[config.mk]
export PLATFORM = sky130hd
export DESIGN_NAME = kc_ls1u_intc
export DESIGN_NICKNAME = d
export VERILOG_FILES = /design/src/rtl/kc_ls1u_intc.sv
export SDC_FILE = /design/constraint.sdc
export NUM_CORES = 1
export LEC_CHECK = 0
export BUFFER_PORTS_ARGS = -buffer_cell sky130_fd_sc_hd__buf_2
export CORE_UTILIZATION = 45
export CTS_CLUSTER_DIAMETER = 60
export DETAILED_ROUTE_END_ITERATION = 10
export PLACE_DENSITY_LB_ADDON = 0.08
export REMOVE_ABC_BUFFERS = 1
export SYNTH_ARGS = -nofsm -noshare
export SYNTH_HDL_FRONTEND = slang
export SYNTH_SLANG_ARGS = --single-unit
export TNS_END_PERCENT = 50
[constraint.sdc]
create_clock -name clk -period 2.6 [get_ports clk]
set_input_delay 0.13 -clock clk [delete_from_list [all_inputs] [get_ports clk]]
set_output_delay 0.13 -clock clk [all_outputs]
set_load 0.02 [all_outputs]
[src/rtl/kc_ls1u_intc.sv]
// Prioritised, maskable interrupt controller for the KC_LS1u_plus core.
// Edge/level sources feed a pending vector; a three-state handshake presents one INT with a latched code and vector.
module kc_ls1u_intc #(
    parameter  int NUM_IRQ         = 8,
    parameter  int ADDR_W          = 24,
    parameter  int VEC_STRIDE_LOG2 = 2,
    localparam int CODE_W          = $clog2(NUM_IRQ)
) (
    input  logic                clk,
    input  logic                rst,
    input  logic [NUM_IRQ-1:0]  irq_i,
    input  logic [ADDR_W-1:0]   ivt_base_i,
    input  logic                cfg_we_i,
    input  logic [1:0]          cfg_addr_i,
    input  logic [NUM_IRQ-1:0]  cfg_wdata_i,
    output logic [NUM_IRQ-1:0]  cfg_rdata_o,
    output logic                int_o,
    input  logic                int_ack_i,
    input  logic                eoi_i,
    output logic [CODE_W-1:0]   intcode_o,
    output logic [ADDR_W-1:0]   ivec_addr_o
);

    typedef enum logic [1:0] {
        S_IDLE    = 2'd0,
        S_REQ     = 2'd1,
        S_SERVICE = 2'd2
    } state_t;

    state_t              r_state;
    logic [NUM_IRQ-1:0]  r_mask;
    logic [NUM_IRQ-1:0]  r_edge;
    logic [NUM_IRQ-1:0]  r_pend;
    logic [NUM_IRQ-1:0]  r_irqPrev;
    logic [CODE_W-1:0]   r_code;
    logic                r_int;

    logic [NUM_IRQ-1:0]  w_eligible;
    logic [NUM_IRQ-1:0]  w_pendW1c;
    logic [NUM_IRQ-1:0]  w_ackClr;
    logic [NUM_IRQ-1:0]  w_edgeSet;
    logic [NUM_IRQ-1:0]  w_pendNext;
    logic                w_ackHit;
    logic                w_anyEligible;
    logic                w_codeEligible;
    logic [CODE_W-1:0]   w_topCode;
    logic [ADDR_W-1:0]   w_offset;
    logic [NUM_IRQ-1:0]  w_status;

    assign w_eligible     = r_pend & r_mask;
    assign w_anyEligible  = |w_eligible;
    assign w_codeEligible = w_eligible[r_code];
    assign w_ackHit       = (r_state == S_REQ) && int_ack_i;
    assign w_pendW1c      = (cfg_we_i && (cfg_addr_i == 2'd2)) ? cfg_wdata_i : '0;
    assign w_edgeSet      = irq_i & ~r_irqPrev;

    always_comb begin
        w_ackClr = '0;
        if (w_ackHit) begin
            w_ackClr[r_code] = 1'b1;
        end
    end

    // Edge sources: a fresh rise beats any clear in the same cycle. Level sources just track the input.
    assign w_pendNext = (r_edge & (w_edgeSet | (r_pend & ~(w_ackClr | w_pendW1c))))
                      | (~r_edge & irq_i);

    // Scan from the top down so the lowest eligible index is the last to win.
    always_comb begin
        w_topCode = '0;
        for (int i = NUM_IRQ - 1; i >= 0; i--) begin
            if (w_eligible[i]) begin
                w_topCode = CODE_W'(i);
            end
        end
    end

    always_ff @(posedge clk or negedge rst) begin
        if (!rst) begin
            r_mask    <= '0;
            r_edge    <= '0;
            r_pend    <= '0;
            r_irqPrev <= '0;
        end else begin
            r_pend    <= w_pendNext;
            r_irqPrev <= irq_i;
            if (cfg_we_i && (cfg_addr_i == 2'd0)) begin
                r_mask <= cfg_wdata_i;
            end
            if (cfg_we_i && (cfg_addr_i == 2'd1)) begin
                r_edge <= cfg_wdata_i;
            end
        end
    end

    // Request handshake; the code stays frozen from grant until end-of-interrupt, so no preemption.
    always_ff @(posedge clk or negedge rst) begin
        if (!rst) begin
            r_state <= S_IDLE;
            r_int   <= 1'b0;
            r_code  <= '0;
        end else begin
            case (r_state)
                S_IDLE: begin
                    if (w_anyEligible) begin
                        r_state <= S_REQ;
                        r_int   <= 1'b1;
                        r_code  <= w_topCode;
                    end
                end
                S_REQ: begin
                    if (int_ack_i) begin
                        r_state <= S_SERVICE;
                        r_int   <= 1'b0;
                    end else if (!w_codeEligible) begin
                        r_state <= S_IDLE;
                        r_int   <= 1'b0;
                    end
                end
                S_SERVICE: begin
                    r_int <= 1'b0;
                    if (eoi_i) begin
                        r_state <= S_IDLE;
                    end
                end
                default: begin
                    r_state <= S_IDLE;
                    r_int   <= 1'b0;
                end
            endcase
        end
    end

    always_comb begin
        w_status              = '0;
        w_status[0]           = (r_state == S_SERVICE);
        w_status[CODE_W:1]    = r_code;
    end

    always_comb begin
        case (cfg_addr_i)
            2'd0:    cfg_rdata_o = r_mask;
            2'd1:    cfg_rdata_o = r_edge;
            2'd2:    cfg_rdata_o = r_pend;
            default: cfg_rdata_o = w_status;
        endcase
    end

    // Vector arithmetic wraps naturally at ADDR_W bits.
    assign w_offset    = ADDR_W'(r_code) << VEC_STRIDE_LOG2;
    assign ivec_addr_o = ivt_base_i + w_offset;
    assign int_o       = r_int;
    assign intcode_o   = r_code;

endmodule

---- After elaboration in Yosys (flattened, before gate mapping) ----
Index checks and enable logic that the tools add are counted.
word-level totals
  flip-flop bits (word level) ............. 38
  input port bits ......................... 47
  word-level logic and storage cells ...... 63
operators by class
  add/subtract/negate cells ............... 1
  $lt $le $gt $ge ......................... 2
  equal/unequal tests ..................... 7
  multiplexer cells ....................... 24
  bitwise operators ....................... 11
  reductions and logical operators ........ 11
operators with widths
  kind                                                                count
  AND 8 bit                                                           5
  adder 24 x 5 -> 24 bit                                              1
  two-way mux 3 bit                                                   8
  inverter 8 bit                                                      3
  bitwise OR 8 bit                                                    3
  one-hot mux 8 bit (3 select lines)                                  1
  two-way mux 8 bit                                                   2
  two-way mux 2 bit                                                   4
  OR reduction 8 bit                                                  1
  one-hot mux 2 bit (3 select lines)                                  1
  logical AND 1 bit                                                   5
  two-way mux 1 bit                                                   5
  == test 2 x 1 -> 1 bit (second input constant)                      2
  == test 2 bit (second input constant)                               2
  logical NOT 2 bit                                                   2
  less-than comparator 3 x 4 -> 1 bit (second input constant)         1
  != test 2 bit (second input constant)                               2
  AND reduction 2 bit                                                 2
  binary-select mux 1 bit (select 3 bit)                              1
  demux 1 bit (select 3 bit)                                          1
  greater-or-equal comparator 3 x 1 -> 1 bit (second input constant)  1
  != test 3 bit (second input constant)                               1
  AND reduction 3 bit                                                 1
  one-hot mux 1 bit (2 select lines)                                  1

---- Longest topological paths before layout ----
Gate-level depths: netlist of the first run.
  depth in word-level cells ............... 11
  depth in mapped cells ................... 7
  gate-level depth less buffers ........... 7

---- Worst setup path after synthesis of the first run ----
No wires, ideal clock.
  kind .................................... reg2out
  from .................................... reg r_code[1] (netlist: intcode_o[1])
  to ...................................... out ivec_addr_o[14]
  arrival time ............................ 2.320 ns
  path slack .............................. 0.150 ns
  cell stages (with the launch flop) ...... 8
  path buffers ............................ 1
  cell sequence ........................... dfrtp_1 clkbuf_1 inv_1 fa_1 nand2b_1 a21oi_1 nand4_1 xnor2_1
on the way
  longest elaborated chain between the ends .. 1
RTL lines
  what                      line  source
  start: declaration        35    logic [CODE_W-1:0] r_code;
  start signal: assignment  108   r_code <= w_topCode;
  adder 24 x 5 -> 24 bit    151   assign ivec_addr_o = ivt_base_i + w_offset;
  end: declaration          21    output logic [ADDR_W-1:0] ivec_addr_o
Every way passes these cells.

---- Worst setup path in the final report of the first run ----
  from .................................... reg r_code[0] (netlist: intcode_o[0])
  to ...................................... out ivec_addr_o[16]
Same word-level chain as after synthesis.

==> impl_metrics.yaml, run 1 <==
synthesis:
  yosysUniqueCellTypes: 42
  yosysMostFrequentCell: "nand2_1"
  synth_common_cells: "nand2_1 (39), dfrtp_1 (38), mux2_2 (16)"
  yosysWarnings: 0
  syn-mean-instance-area_um2: 10.05
  synth_edf_count: 0
  ys_seq_elements: 38
  synth_top_area_frac: 0.4025
  yosysTopAreaCell: "dfrtp_1"
  ys_seq_area_frac: 0.4025
  ys_async_sr_fraction: 1.000
  synthFlopType: "dfrtp_1"
  synth_area_leaders: "dfrtp_1 (40%), mux2_2 (7.6%), nand2_1 (6.2%)"
  netlist_area_um2: 2362
  syn_inst: 235
routing:
  drtIter0Drc: 98
  totalWireLength_mm: 5.690
  drt_drc_violations_left: 0
  firstDrtPassIters: 4
  wl_met3_um: 364
  top_layer_used: "met4"
  wl_per_cell_um: 14.37
  postRouteAntennaNets: 0
  vias: 2134
  wl_met1_mm: 2.631
  route.met2.wl_mm: 2.629
  viasPerCell: 5.389
min_path:
  hold_path_depth: 2
  hp-class: "input port to register"
  holdCritStartpoint: "int_ack_i"
  hold-path-endpoint: "r_state[0]"
sta:
  tightest_slew_ns: 0.8410
  clock_skew_ns: 0.007634
  drv_slew: 0
  rsz0062_at_grt: "no"
  hold_viol: 0
  finalSetupViolations: 0
  relSlewSlack: 0.4393
  period_minus_slack_ns: 2.331
  fin_crit_sh: 0.8967
  fin_setup_tns_ns: 0
  max_freq_mhz: 428.9
place:
  place.port_buffers: 78
  dp_hpwl_mm: 4.274
  gp_congestion: 0.8042
  dpl_cell_area_um2: 2828
global_routing:
  grt_usage: 0.2193
  grt_overflow: 0
  grt_pass1_wl_mm: 9.183
  grt_max_degree: 39
  antenna_found_initial: 0
  grt_pass1_vias: 1926
pwr:
  ir_drop_uv: 423.3
  p_leak_nw: 1.420
  p_int_mw: 1.384
  pwr-share-clk: 0.180
  p_switching_mw: 0.9835
  switching_share: 0.4154
  cellPowerDensity_nw_per_um2: 784.9
  combPwrFrac: 0.470
  seqPwrFrac: 0.351
layout:
  fin_area_um2: 3017
  fin_nets: 376
  diodes: 0
  nFillCells: 461
  drive_above_1_share: 0.3620
  area_delta_synth_final_pct: 27.70
cts:
  cts_root_buf: "clkbuf_8"
  cts_made_buffers: 5
  ctsHtreeMaxLevel: 2
  cts_tree: "yes"
  postCtsSetupRepairBufs: 0
  cts.sinks: 38
  clkTransAtPathRegs_ns: 0.08
  cts_buffer_depth: 2
  clk_latency_ns: 0.29
floorplan:
  start_util: 0.4655
  die_y_um: 74.46
  die_w_um: 74.46
  core-area_um2: 5075
  die_area_um2: 5544
  io_pins: 83
  rows: 26
worst_setup_path:
  path_buf_inv: 2
  max_stage_delay_ns: 0.39
  reg2reg_depth: 5
  crit_path_cell_trace: "ha_1, inv_1, fa_1, nand2b_1, a21oi_2, nand4_1, xnor2_1, buf_2"
  critPathMaxFanout: 5
  crit_type: "register to primary output"
  cp-end-kind: "primary output"
  worst_path_dominant_cell_family: "adder cells"
  start_kind: "register"
  cp.arrival_ns: 2.20
  rrSetupSlack_ns: 0.87
  crit_start: "intcode_o[0]"
  cp_slowest_cell: "fa_1"
  required_ns: 2.47
  r2r_end: "int_o"
  timing.rr.start: "intcode_o[0]"
run_status:
  status: "completed"
flow_run:
  max_cap_viol_count: 0
kinds of logic (layout without fill, tap and decap cells):
group	count (synthesis)	after routing	share of synthesized area
adder cells (fa/ha/maj)	4	4	0.02437
AND/OR/NAND/NOR	91	91	0.2034
flip-flops	38	38	0.4025
multiplexers	25	25	0.1409
AO/OA/AOI/OAI	43	43	0.1287
XOR/XNOR	20	20	0.07415
buffers and inverters	14	105	0.02595
sequential cells by signal, indices dropped and copies added, names as in the netlist:
| name | cells |
|---|---|
| r_edge | 8 |
| r_irqPrev | 8 |
| r_mask | 8 |
| r_pend | 8 |
| intcode_o | 3 |
| r_state | 2 |
| int_o | 1 |
cell usage in the layout (no fill, tap or decap), types with 7 or more instances in the layout:
cell,netlist,final
nor2_1,7,7
nand3_1,12,12
a21oi_1,9,8
a221oi_1,7,7
inv_1,7,7
xnor2_1,10,10
dfrtp_1,38,38
xor2_1,10,10
nand2_1,39,39
a21o_1,9,9
mux2_2,16,16
dlygate4sd3_1,0,9
buf_2,1,78
layer usage:
metal / GRT usage / vias to the layer above
met5: 0 / -
met4: 0.06080 / 0
met3: 0.04201 / 8
met2: 0.3674 / 78
met1: 0.2909 / 1008
li1: - / 1040
layout make-up:
| class | count | area [um2] | share of cell area |
|---|---|---|---|
| timing repair buffer | 90 | 503.0 | 0.1667 |
| clock buffer | 6 | 82.58 | 0.02737 |
| clock inverter | 2 | 12.51 | 0.004148 |
| tap | 70 | 87.58 | 0.02903 |
| inverter | 7 | 26.28 | 0.008710 |
| multi-input combinational | 183 | 1354 | 0.4488 |
| sequential | 38 | 950.9 | 0.3152 |
through the flow:
| stage | util | hold WS [ns] | total power [mW] | setup slack [ns] | cells |
|---|---|---|---|---|---|
| after floorplan | - | -0.1656 | 1.562 | 0.2812 | 228 |
| after detailed placement | 0.5572 | 0.2559 | 1.937 | 0.4547 | 379 |
| final | 0.5944 | 0.05409 | 2.368 | 0.2687 | 396 |
| after CTS | 0.5937 | 0.05244 | 2.378 | 0.1187 | 396 |
| after global placement | 0.5572 | 0.2554 | 1.932 | 0.4833 | 379 |
| after global routing | 0.5944 | 0.06998 | 2.538 | 0.07635 | 396 |
power groups by stage:
stage                     sequential, mW  combinational, mW  clock (mW)
after global routing               0.854               1.23       0.456
after CTS                          0.829               1.11       0.434
after global placement             0.839               1.09           0
after floorplan                    0.882              0.679           0
final                              0.831               1.11       0.425
after detailed placement           0.841               1.10           0
how the worst max path moves through the flow:
| stage | end | slack, ns | cells past startpoint |
|---|---|---|---|
| 6_report | ivec_addr_o[16] | 0.27 | 8 |
| 3_3_place_gp | ivec_addr_o[16] | 0.48 | 8 |
| 2_1_floorplan | ivec_addr_o[14] | 0.28 | 6 |
| 5_1_grt | ivec_addr_o[13] | 0.08 | 7 |
| 3_5_place_dp | ivec_addr_o[16] | 0.45 | 8 |
| 4_1_cts | ivec_addr_o[16] | 0.12 | 8 |
what timing repair did:
| action | 4_1_cts | 5_1_grt |
|---|---|---|
| setup endpoints to repair | 0 | 2 |
| gates resized for setup | 0 | 1 |
| hold buffers | 9 | 0 |
| hold endpoints to repair | 46 | 0 |
Power figures use the tool's default switching activity.
==> run 2: changes to the inputs <==
==> constraint.sdc (replaced) <==
create_clock -name clk -period 1.89 [get_ports clk]
set_input_delay 0.0945 -clock clk [delete_from_list [all_inputs] [get_ports clk]]
set_output_delay 0.0945 -clock clk [all_outputs]
set_load 0.02 [all_outputs]
==> run 2 against run 1 <==
The flow now finishes with violations (setup timing). Wire length increased by 3.2%. First-iteration DRC count shrank 16%. Clock-buffer cell count increased by 1. Via count is 2.7% higher. Largest cell class unchanged. Largest power group unchanged.
==> impl_metrics.yaml, run 2 (synthesis gave the netlist of run 1 again) <==
run_status:
  status: "complete, but fails checks"
  failed_checks: "setup timing"
global_routing:
  grt_overflow: 0
  grt_usage: 0.2228
  grt_pass1_wl_mm: 9.287
  antenna_found_initial: 0
  grt_pass1_vias: 2000
  grt_max_degree: 18
floorplan:
  rows: 26
  die_area_um2: 5544
  core-area_um2: 5075
  die_w_um: 74.46
  io_pins: 83
  die_y_um: 74.46
  start_util: 0.4655
routing:
  drtIter0Drc: 82
  postRouteAntennaNets: 0
  drt_drc_violations_left: 0
  viasPerCell: 5.333
  totalWireLength_mm: 5.873
  firstDrtPassIters: 4
  vias: 2192
  wl_per_cell_um: 14.29
layout:
  nFillCells: 459
  fin_util: 0.6371
  layout_commonest_cell: "buf_2"
  mostFrequentLayoutCells: "buf_2 (60), nand2_1 (39), dfrtp_1 (38), buf_4 (34), mux2_2 (16)"
  fin_nets: 391
  drive_above_1_share: 0.4135
  area_delta_synth_final_pct: 36.86
  diodes: 0
  fin_area_um2: 3233
pwr:
  p_switching_mw: 1.397
  p_int_mw: 2.084
  pwr-share-clk: 0.164
  cellPowerDensity_nw_per_um2: 1077
  ir_drop_uv: 536.3
  fin_total_pwr_mw: 3.481
  switching_share: 0.4012
  p_leak_nw: 1.523
  seqPwrFrac: 0.330
  combPwrFrac: 0.507
sta:
  tightest_slew_ns: 0.5269
  fin_setup_tns_ns: -3.801
  period_minus_slack_ns: 2.265
  hold_viol: 0
  fin_crit_sh: 1.198
  rsz0062_at_grt: "yes"
  timing.hold.ws_ns: 0.02661
  relSlewSlack: 0.6475
  worst_slack_ns: -0.3751
  finalSetupViolations: 19
  max_freq_mhz: 441.5
  drv_slew: 0
  clock_skew_ns: 0.005499
place:
  dp_hpwl_mm: 4.487
  place.port_buffers: 78
  gp_congestion: 0.8621
  dpl_cell_area_um2: 2938
worst_setup_path:
  cp-end-kind: "primary output"
  cp.arrival_ns: 2.17
  required_ns: 1.80
  path_buf_inv: 3
  cp_slowest_cell: "dfrtp_1"
  worst_path_dominant_cell_family: "adder cells"
  critPathMaxFanout: 5
  crit_type: "register to primary output"
  crit_path_cell_trace: "ha_2, inv_2, fa_2, nand2b_4, a21oi_2, buf_4, nand4_1, xnor2_1, buf_2"
  start_kind: "register"
  max_stage_delay_ns: 0.36
min_path:
  hp-class: "input port to register"
cts:
  cts_tree: "yes"
  cts_buffer_depth: 2
  ctsHtreeMaxLevel: 2
  cts.sinks: 38
  clk_latency_ns: 0.29
  cts_root_buf: "clkbuf_8"
  cts_made_buffers: 5
  clkTransAtPathRegs_ns: 0.07
flow_run:
  max_cap_viol_count: 0
## run 2: routing by layer
| metal | vias up | global-route usage | wire (um) |
|---|---|---|---|
| met5 | - | 0 | 0 |
| met4 | 0 | 0.07547 | 74 |
| met3 | 8 | 0.04065 | 381 |
| met2 | 83 | 0.3624 | 2743 |
| met1 | 1028 | 0.3005 | 2673 |
| li1 | 1073 | - | - |
## run 2: what timing repair did
item,4_1_cts,5_1_grt
setup endpoints to repair,19,19
cloned,0,0
hold buffers,9,0
buffers inserted,1,1
endpoints found under the hold margin,46,0
resized for setup,11,18
pin swaps,4,1
## run 2: path summary, 6_finish.rpt
check | from | to | slack (ns) | cells after the start
worst min register to register | r_irqPrev[4] | r_pend[4] | 0.55 | 2
worst min-delay path | int_ack_i | r_state[0] | 0.03 | 2
min in group asynchronous | rst | r_pend[1] | 0.17 | 2
worst max register to register | intcode_o[0] | r_state[0] | 0.15 | 5
worst max-delay path | intcode_o[0] | ivec_addr_o[14] | -0.38 | 9
max in group asynchronous | rst | r_edge[3] | 1.25 | 3
## run 2: power groups by stage
stage | sequential, mW | clock, mW | combinational (mW)
detailed placement | 1.16 | 0 | 1.64
finish | 1.15 | 0.570 | 1.76
global route | 1.17 | 0.618 | 1.94
global placement | 1.15 | 0 | 1.63
floorplan | 1.21 | 0 | 0.935
CTS | 1.14 | 0.585 | 1.70
## run 2: cell type report
| type | count | area (um2) | area share |
|---|---|---|---|
| flip-flops and latches | 38 | 950.9 | 0.2941 |
| inverters | 7 | 26.28 | 0.008127 |
| clock inverters | 1 | 5.005 | 0.001548 |
| well taps | 70 | 87.58 | 0.02709 |
| clock buffers | 7 | 86.33 | 0.02670 |
| repair buffers | 105 | 676.9 | 0.2094 |
| multi-input cells | 183 | 1400 | 0.4330 |
## run 2: through the flow
stage	setup slack [ns]	cells
final	-0.3751	411
after floorplan	-0.3933	228
after global placement	-0.003984	392
after CTS	-0.2798	410
after detailed placement	-0.03652	392
after global routing	-0.4708	411
